[src/rtl/seg7_display_monitor_pkg.sv]
// Shared definitions for the seven-segment monitor: segment codes, tracking
// states and the modulo-10 successor used by the sequence check.
package seg7_mon_pkg;

  // Segment codes, bit0 = a ... bit6 = g, 1 = lit.
  localparam logic [6:0] SEG_0     = 7'h3F;
  localparam logic [6:0] SEG_1     = 7'h06;
  localparam logic [6:0] SEG_2     = 7'h5B;
  localparam logic [6:0] SEG_3     = 7'h4F;
  localparam logic [6:0] SEG_4     = 7'h66;
  localparam logic [6:0] SEG_5     = 7'h6D;
  localparam logic [6:0] SEG_6     = 7'h7D;
  localparam logic [6:0] SEG_7     = 7'h07;
  localparam logic [6:0] SEG_8     = 7'h7F;
  localparam logic [6:0] SEG_9     = 7'h6F;
  localparam logic [6:0] SEG_BLANK = 7'h00;

  typedef enum logic [1:0] {
    IDLE  = 2'd0,
    FIRST = 2'd1,
    TRACK = 2'd2
  } state_t;

  function automatic logic [3:0] next_digit(input logic [3:0] d);
    return (d >= 4'd9) ? 4'd0 : d + 4'd1;
  endfunction

endpackage

[src/rtl/seg7_display_monitor_if.sv]
// Signal bundle between the segment bus source (master) and the monitor (slave).
interface seg7_display_monitor_if #(
  parameter int CNT_W = 24
);
  import seg7_mon_pkg::*;

  // No handshake: ena qualifies segments each cycle; every *_stb / *_err
  // output is a single-cycle pulse that the consumer must sample when high.
  logic             ena;
  logic [6:0]       segments;
  logic [3:0]       digit;
  logic             digit_stb;
  logic [CNT_W-1:0] interval;
  logic             locked;
  logic             seq_err;
  logic             timing_err;
  logic             invalid_stb;
  logic [7:0]       err_cnt;
  state_t           state;

  modport master (
    output ena, segments,
    input  digit, digit_stb, interval, locked, seq_err, timing_err,
           invalid_stb, err_cnt, state
  );

  modport slave (
    input  ena, segments,
    output digit, digit_stb, interval, locked, seq_err, timing_err,
           invalid_stb, err_cnt, state
  );

endinterface

[src/rtl/seg7_display_monitor_decode.sv]
// Combinational seven-segment to BCD decoder; any non-digit code is invalid.
module seg7_decode
  import seg7_mon_pkg::*;
(
  input  logic [6:0] segments,
  output logic       valid,
  output logic [3:0] digit
);

  always_comb begin
    valid = 1'b1;
    digit = 4'd0;
    case (segments)
      SEG_0:   digit = 4'd0;
      SEG_1:   digit = 4'd1;
      SEG_2:   digit = 4'd2;
      SEG_3:   digit = 4'd3;
      SEG_4:   digit = 4'd4;
      SEG_5:   digit = 4'd5;
      SEG_6:   digit = 4'd6;
      SEG_7:   digit = 4'd7;
      SEG_8:   digit = 4'd8;
      SEG_9:   digit = 4'd9;
      default: valid = 1'b0;
    endcase
  end

endmodule

[src/rtl/seg7_display_monitor.sv]
// Receive-side checker for a seven-segment seconds counter: glitch filter,
// decode, interval timestamping and sequence/timing/validity error flags.
module seg7_display_monitor
  import seg7_mon_pkg::*;
#(
  parameter int STABLE_CYCLES = 4,
  parameter int CNT_W         = 24,
  parameter int EXP_INTERVAL  = 1000,
  parameter int TOL           = 2
) (
  input  logic                  clk,
  input  logic                  rst,
  seg7_display_monitor_if.slave bus
);

  localparam int               STAB_W   = $clog2(STABLE_CYCLES);
  localparam logic [STAB_W-1:0] STAB_MAX = STAB_W'(STABLE_CYCLES - 1);
  localparam logic [CNT_W-1:0] CNT_MAX  = '1;
  localparam logic [CNT_W-1:0] INT_LO   = CNT_W'(EXP_INTERVAL - TOL);
  localparam logic [CNT_W-1:0] INT_HI   = CNT_W'(EXP_INTERVAL + TOL);

  logic [6:0]        cand;
  logic [6:0]        acc_pat;
  logic [STAB_W-1:0] stab_cnt;
  logic [CNT_W-1:0]  cnt;
  logic [CNT_W-1:0]  interval_q;
  logic [3:0]        digit_q;
  logic [7:0]        err_q;
  logic              stb_q, seq_q, tim_q, inv_q;
  state_t            state, next_state;

  logic              dec_valid;
  logic [3:0]        dec_digit;
  logic              accept;
  logic [CNT_W-1:0]  int_val;
  logic              in_tol;
  logic              stb_n, seq_n, tim_n, inv_n;

  seg7_decode u_decode (
    .segments (cand),
    .valid    (dec_valid),
    .digit    (dec_digit)
  );

  // The filter runs on the registered candidate, so an input change on the
  // accept cycle only restarts filtering; it cannot cancel this acceptance.
  assign accept  = bus.ena && (stab_cnt == STAB_MAX) && (cand != acc_pat);
  assign int_val = (cnt == CNT_MAX) ? CNT_MAX : cnt + CNT_W'(1);
  assign in_tol  = (int_val >= INT_LO) && (int_val <= INT_HI);

  always_comb begin
    next_state = state;
    stb_n      = 1'b0;
    seq_n      = 1'b0;
    tim_n      = 1'b0;
    inv_n      = 1'b0;
    if (accept) begin
      if (!dec_valid) begin
        inv_n      = 1'b1;
        next_state = IDLE;
      end else begin
        stb_n = 1'b1;
        case (state)
          IDLE:  next_state = FIRST;
          FIRST, TRACK: begin
            next_state = TRACK;
            seq_n      = (dec_digit != next_digit(digit_q));
            tim_n      = !in_tol;
          end
          default: next_state = IDLE;
        endcase
      end
    end
  end

  always_ff @(posedge clk) begin
    if (rst) begin
      state      <= IDLE;
      cand       <= SEG_BLANK;
      acc_pat    <= SEG_BLANK;
      stab_cnt   <= '0;
      cnt        <= '0;
      interval_q <= '0;
      digit_q    <= 4'd0;
      err_q      <= 8'd0;
      stb_q      <= 1'b0;
      seq_q      <= 1'b0;
      tim_q      <= 1'b0;
      inv_q      <= 1'b0;
    end else if (bus.ena) begin
      state    <= next_state;
      cand     <= bus.segments;
      stab_cnt <= (bus.segments != cand) ? '0 :
                  (stab_cnt == STAB_MAX) ? stab_cnt : stab_cnt + 1'b1;
      stb_q    <= stb_n;
      seq_q    <= seq_n;
      tim_q    <= tim_n;
      inv_q    <= inv_n;
      if (accept) begin
        interval_q <= int_val;
        cnt        <= '0;
        acc_pat    <= cand;
        if (dec_valid) digit_q <= dec_digit;
      end else if (cnt != CNT_MAX) begin
        cnt <= cnt + CNT_W'(1);
      end
      // One count per strobe cycle, however many flags coincide.
      if ((seq_n || tim_n || inv_n) && (err_q != 8'hFF)) err_q <= err_q + 8'd1;
    end else begin
      stb_q <= 1'b0;
      seq_q <= 1'b0;
      tim_q <= 1'b0;
      inv_q <= 1'b0;
    end
  end

  assign bus.digit       = digit_q;
  assign bus.digit_stb   = stb_q;
  assign bus.interval    = interval_q;
  assign bus.locked      = (state == TRACK);
  assign bus.seq_err     = seq_q;
  assign bus.timing_err  = tim_q;
  assign bus.invalid_stb = inv_q;
  assign bus.err_cnt     = err_q;
  assign bus.state       = state;

endmodule
[src/flat_wrapper.sv]
// flat-port wrapper written by rule: the top's interface ports become plain ports
module seg7_display_monitor_flat import seg7_mon_pkg::*;
#(
  parameter int STABLE_CYCLES = 4,
  parameter int CNT_W         = 24,
  parameter int EXP_INTERVAL  = 1000,
  parameter int TOL           = 2
)
  (clk, rst, bus_ena, bus_segments, bus_digit, bus_digit_stb, bus_interval, bus_locked, bus_seq_err, bus_timing_err, bus_invalid_stb, bus_err_cnt, bus_state);
  seg7_display_monitor_if #(.CNT_W(CNT_W)) bus_i ();
  input  logic clk;
  input  logic rst;
  input wire logic [$bits(bus_i.ena)-1:0] bus_ena;
  input wire logic [$bits(bus_i.segments)-1:0] bus_segments;
  output wire logic [$bits(bus_i.digit)-1:0] bus_digit;
  output wire logic [$bits(bus_i.digit_stb)-1:0] bus_digit_stb;
  output wire logic [$bits(bus_i.interval)-1:0] bus_interval;
  output wire logic [$bits(bus_i.locked)-1:0] bus_locked;
  output wire logic [$bits(bus_i.seq_err)-1:0] bus_seq_err;
  output wire logic [$bits(bus_i.timing_err)-1:0] bus_timing_err;
  output wire logic [$bits(bus_i.invalid_stb)-1:0] bus_invalid_stb;
  output wire logic [$bits(bus_i.err_cnt)-1:0] bus_err_cnt;
  output wire logic [$bits(bus_i.state)-1:0] bus_state;
  assign bus_i.ena = bus_ena;
  assign bus_i.segments = bus_segments;
  assign bus_digit = bus_i.digit;
  assign bus_digit_stb = bus_i.digit_stb;
  assign bus_interval = bus_i.interval;
  assign bus_locked = bus_i.locked;
  assign bus_seq_err = bus_i.seq_err;
  assign bus_timing_err = bus_i.timing_err;
  assign bus_invalid_stb = bus_i.invalid_stb;
  assign bus_err_cnt = bus_i.err_cnt;
  assign bus_state = bus_i.state;
  seg7_display_monitor #(.STABLE_CYCLES(STABLE_CYCLES), .CNT_W(CNT_W), .EXP_INTERVAL(EXP_INTERVAL), .TOL(TOL)) u_core (.clk(clk), .rst(rst), .bus(bus_i));
endmodule
[config.mk]
export PLATFORM = sky130hd
export DESIGN_NAME = seg7_display_monitor_flat
export DESIGN_NICKNAME = d
export VERILOG_FILES = /design/src/rtl/seg7_display_monitor_pkg.sv /design/src/rtl/seg7_display_monitor_if.sv /design/src/rtl/seg7_display_monitor_decode.sv /design/src/rtl/seg7_display_monitor.sv /design/src/flat_wrapper.sv
export SDC_FILE = /design/constraint.sdc
export NUM_CORES = 1
export LEC_CHECK = 0
export BUFFER_PORTS_ARGS = -buffer_cell sky130_fd_sc_hd__buf_4
export CAP_MARGIN = 20
export CELL_PAD_IN_SITES_DETAIL_PLACEMENT = 1
export CELL_PAD_IN_SITES_GLOBAL_PLACEMENT = 2
export CORE_MARGIN = 1
export CORE_UTILIZATION = 38
export CTS_CLUSTER_DIAMETER = 150
export CTS_CLUSTER_SIZE = 12
export DETAILED_ROUTE_END_ITERATION = 6
export GPL_TIMING_DRIVEN = 0
export PLACE_DENSITY = 0.87
export SLEW_MARGIN = 10
export SYNTH_ARGS = -nofsm -noshare
export SYNTH_HDL_FRONTEND = slang
export SYNTH_SLANG_ARGS = --single-unit
[constraint.sdc]
create_clock -name clk -period 7.2 [get_ports clk]
set_input_delay 0 -clock clk [delete_from_list [all_inputs] [get_ports clk]]
set_output_delay 0 -clock clk [all_outputs]
set_load 0.005 [all_outputs]
# Yosys cells after proc, flatten, opt, wreduce, memory -nomap -nowiden

Cells that the tools add are included.

Multiplexer cells: 19
Equality and inequality tests: 20
Bitwise operators: 2
Reductions and logical operators: 18
Add/subtract/negate cells: 4
Magnitude comparators: 3

Operators with widths:

| cell                    | count |
|---|---|
| $mux W24                | 3 |
| $eq A7 B7 Y1 const B    | 7 |
| $pmux W4 S9             | 1 |
| $add A24 B1 Y24 const B | 1 |
| $eq A24 B24 Y1 const B  | 1 |
| $ge A24 B10 Y1 const B  | 1 |
| $le A24 B10 Y1 const B  | 1 |
| $ne A24 B24 Y1 const B  | 1 |
| $eq A7 B3 Y1 const B    | 2 |
| $ne A7 B7 Y1            | 2 |
| $mux W1                 | 10 |
| $reduce_or A10 Y1       | 1 |
| $add A8 B1 Y8 const B   | 1 |
| $ne A8 B8 Y1 const B    | 1 |
| $reduce_and A2 Y1       | 4 |
| $eq A7 B6 Y1 const B    | 1 |
| $mux W2                 | 3 |
| $add A4 B1 Y4 const B   | 1 |
| $eq A2 B2 Y1 const B    | 2 |
| $ge A4 B4 Y1 const B    | 1 |
| $logic_and A1 B1 Y1     | 4 |
| $mux W4                 | 1 |
| $ne A4 B4 Y1            | 1 |
| $pmux W2 S2             | 1 |
| 11 further kinds        | 14 |

Logic and storage cells: 78
Output and inout bits: 43
Flip-flop bits (word level): 82
Bits of input ports: 10

# Longest topological paths before layout

Depth after elaboration: 12
Mapped depth: 12
Mapped depth without buffers: 10

# Cells and area by module

A second synthesis with hierarchy kept.

Cell total of the unflattened synthesis: 550
Area, all modules: 4581.9 um^2

By module, submodules not included:

| module               | sequential area each (um^2) | area each (um^2) | cells each | times used |
|---|---|---|---|---|
| seg7_display_monitor | 1641.6                      | 4391.7           | 524        | 1 |
| seg7_decode          | 0.0                         | 190.2            | 26         | 1 |

# Worst setup path before layout

No wires, ideal clock.

Path type: flip-flop to flip-flop
Start: reg u_core.cnt[9]
End: reg u_core.err_q[0], in the netlist u_core.bus.err_cnt[0]
Clock period less this slack: 2677 ps
Stages on the path, launching flop included: 10
Data arrival time: 2556 ps
Slack: 4523 ps
Buffers on the path: 1
Data required time: 7079 ps
Setup time: 121 ps
Path through: dfxtp_1 > clkbuf_1 > nand3_1 > or4_1 > xnor2_1 > a211oi_1 > nand4_2 > nor3_4 > o22ai_2 > mux2_4

Word-level cells in the longest chain between the ends: 12
Elaborated cells between the ends (all ways): 14
Classes of those cells: add/sub (1); order compare (2); eq/ne (1); mux (4); reduce/logical (6)

Ends and longest elaborated chain:

| item                                                     | RTL line                    | text |
|---|---|---|
| from (decl)                                              | seg7_display_monitor.sv:25  | `logic [CNT_W-1:0] cnt;` |
| from (signal assigned)                                   | seg7_display_monitor.sv:105 | `cnt <= cnt + CNT_W'(1);` |
| $add A24 B1 Y24 / $eq A24 B24 Y1 (equally long branches) | seg7_display_monitor.sv:48  | `assign int_val = (cnt == CNT_MAX) ? CNT_MAX : cnt + CNT_W'(1);` |
| $mux W24 (*)                                             | seg7_display_monitor.sv:48  |  |
| $ge A24 B10 Y1 / $le A24 B10 Y1 (equally long branches)  | seg7_display_monitor.sv:49  | `assign in_tol = (int_val >= INT_LO) && (int_val <= INT_HI);` |
| $logic_and A1 B1 Y1 (*)                                  | seg7_display_monitor.sv:49  |  |
| $logic_not A1 Y1 (*)                                     | seg7_display_monitor.sv:68  | `tim_n = !in_tol;` |
| $mux W1 (*)                                              | seg7_display_monitor.sv:63  | `case (state)` |
| $mux W1 (*)                                              | seg7_display_monitor.sv:58  | `if (!dec_valid) begin` |
| $mux W1 (*)                                              | seg7_display_monitor.sv:57  | `if (accept) begin` |
| $logic_or A1 B1 Y1 (*) (2 in a row)                      | seg7_display_monitor.sv:108 | `if ((seq_n \|\| tim_n \|\| inv_n) && (err_q != 8'hFF)) err_q <= err_q + 8'd1;` |
| $logic_and A1 B1 Y1 (*)                                  | seg7_display_monitor.sv:108 |  |
| $reduce_and A2 Y1 (no source line) (*)                   | n/a                         |  |
| to (signal assigned)                                     | seg7_display_monitor.sv:108 |  |
| to (decl)                                                | seg7_display_monitor.sv:28  | `logic [7:0] err_q;` |

Every way passes the cells marked *; elsewhere a longest branch is shown, timed or not.
A chain may end at the register's enable or synchronous reset.

# Worst setup path after layout

Start: reg u_core.cnt[0]
End: reg u_core.err_q[4], in the netlist u_core.bus.err_cnt[4]

Same word-level chain as after synthesis.

==> flow_metrics.tcl <==
set metrics [dict create \
    status "finished, final reports clean" \
    antennaDiodeCount 0 \
    hold_viol 0 \
    syn_nets 616 \
    powerDensity_nw_per_um2 168 \
    worst_pin_slew_ps 703 \
    critPathKind "flop to flop" \
    via_per_inst 5.46 \
    fp.dieH_um 115 \
    leakage_nw 2.13 \
    synth_common_cells "nor2_1 (94), dfxtp_1 (82), nand2_1 (52)" \
    drive_gt1_share_pct 14.5 \
    rsz0062_at_grt "no" \
    area_growth_pct 19.9 \
    netlist_area_um2 4850 \
    cts_resized 0 \
    dp.cells 818 \
    antenna_found_initial 0 \
    fmax_ghz 0.305 \
    clk-insertion-delay-late_ps 340 \
    finalSetupTns_ps 0 \
    clock_sinks 82 \
    synth_edf_count 0 \
    endpoint_kind "flop" \
    path_max_fanout 6 \
    yosysSeqAreaShare_pct 33.9 \
    cp.required_ps 7430 \
    dpl.hpwl_mm 10.8 \
    worst_r2r_path_depth 9 \
    max-slew-margin-rel_pct 53.1 \
    root_buffer "clkbuf_16" \
    detailedRoute.firstPassIterationCount 4 \
    synth_largest_area_cell "dfxtp_1" \
    setup_viol_count_final 0 \
    post-synth-top-count-cell "nor2_1" \
    ios 53 \
    crit_arrival_ps 3510 \
    layout_min_cycle_time_ps 3280 \
    drc 0 \
    io_buffers 52 \
    start_util_pct 39.7 \
    wl_per_cell_um 17.4 \
    htreeDepth 3 \
    grt_max_degree 14 \
    synth_cells 598 \
    wl_mm 14.7 \
    grt_pass1_vias 4610 \
    gp_congestion 0.819 \
    grt_pass1_wl_mm 24.2 \
    synth_cell_types 70 \
    grt-ovfl-total 0 \
    ir_drop_mv 0.0829 \
    via_count 4595 \
    finalNetCount 687 \
    regArea_um2 1640 \
    clockBufferDepth 2 \
    antenna_left 0 \
    maxSlewViolCount 0 \
    min_path_cells 5 \
    maxCapViolCount 0 \
    yosys_warnings 0 \
    numCtsBuffers 9 \
    ys_seq_elements 82 \
    fillers 1530 \
    fp-row-count 40 \
    finalNonFillerCells 842 \
    min_path_type "input port to flop" \
    async_flop_share_pct 0 \
    core_um2 12200 \
    multi_input_area_um2 2900 \
    dr.first_iter.drc_count 208 \
    synth_top_area_share_pct 33.9 \
    ys.flop_type "dfxtp_1" \
    fin_crit_sh_pct 45.6 \
    synth_area_per_cell_um2 8.10 \
    startpoint_type "flop" \
    track_usage_pct 23.5 \
    dieArea_um2 13200 \
    cts_tree "yes" \
    dieWidth_um 115 \
    clk_pin_slew_worst_paths_ps 60 \
    fin_skew_ps 8.34 \
    synth.area.top_cells "dfxtp_1 (34%), nor2_1 (7.3%), xnor2_1 (6.3%), nand2_1 (4.0%), xor2_1 (3.8%)" \
]
-- critical path, stage by stage, from the launching register on --
cell and delay, ps:
dfxtp_1 370, ha_1 230, nand4_1 290, nor3_1 590, nand4_1 230, a211oi_1 380
nand4_2 230, nor3_4 380, o31ai_1 150, mux2_1 330
-- cell type report --
cell class / count / share of cell area, %
Buffer: 50 / 4.03
Clock buffer: 11 / 4.35
Clock inverter: 5 / 0.495
Inverter: 18 / 1.16
Multi-Input combinational cell: 448 / 50.0
Sequential cell: 82 / 28.3
Tap cell: 168 / 3.62
Timing Repair Buffer: 60 / 8.10
-- placed cells by master, fill, tap and decap left out, drive strengths merged, types with 14 or more instances in the layout --
| master | netlist | final |
|---|---|---|
| xnor2 | 35 | 35 |
| nor2 | 94 | 94 |
| o21ai | 17 | 17 |
| inv | 17 | 17 |
| nand4 | 20 | 20 |
| xor2 | 21 | 21 |
| mux2i | 16 | 16 |
| a311oi | 14 | 14 |
| dfxtp | 82 | 82 |
| nand3 | 17 | 17 |
| buf | 21 | 73 |
| nand2 | 52 | 52 |
| clkbuf | 29 | 40 |
-- flip-flops by register name (all words and copies together) (netlist names) --
signal / flops
u_core.bus.digit: 4
u_core.stab_cnt: 2
u_core.bus.seq_err: 1
u_core.bus.timing_err: 1
u_core.acc_pat: 7
u_core.cnt: 24
u_core.bus.state: 2
u_core.cand: 7
u_core.bus.interval: 24
u_core.bus.invalid_stb: 1
u_core.bus.err_cnt: 8
u_core.bus.digit_stb: 1
-- report_power, final --
group          leakage, nW  switching [W]  total [W]  internal, W
clock                0.145       0.000193   0.000444     0.000251
combinational         1.32      0.0000445  0.0000698    0.0000253
sequential           0.662     0.00000373   0.000462     0.000458
-- kinds of logic after synthesis --
kind of cell / synth area share (%)
mux: 5.01
simple gates: 28.5
fa+ha+maj: 2.27
compound gates: 14.0
xor+xnor: 10.1
flops: 33.9
buf+inv: 6.22
-- worst paths after layout --
kind / start / to / slack, ps
worst max register to register: u_core.cnt[0] / u_core.bus.err_cnt[4] / 3920
worst min-delay path: bus_ena / u_core.bus.interval[8] / 180
worst min register to register: u_core.bus.interval[23] / u_core.bus.interval[23] / 460
worst max-delay path: u_core.cnt[0] / u_core.bus.err_cnt[4] / 3920
-- per-layer routing --
metal / routed length (um) / GRT usage [%] / share of wire [%]
met1: 6670 / 29.8 / 45
met2: 7330 / 40.9 / 50
met3: 476 / 3.74 / 3.2
met4: 197 / 6.84 / 1.3
met5: 0 / 0 / 0
-- timing repair --
item	in CTS	in global routing
hold buffers	8	0
setup buffers	0	0
endpoints found under the hold margin	9	0
-- per-stage QoR --
| stage | hold WS (ps) | util (%) | total power [W] | cell area [um2] | worst slack, ps |
|---|---|---|---|---|---|
| 6_report | 182 | 47.6 | 0.000975 | 5810 | 3920 |
| 5_1_grt | 201 | 47.6 | 0.00101 | 5810 | 3690 |
| 4_1_cts | 196 | 47.6 | 0.000984 | 5810 | 3950 |
| 3_5_place_dp | 261 | 44.6 | 0.000537 | 5450 | 4000 |
| 3_3_place_gp | 249 | 44.6 | 0.000535 | 5450 | 4080 |
| 2_1_floorplan | 148 | - | 0.000514 | 4850 | 4520 |
No activity file was read; power rests on OpenSTA's default activity.
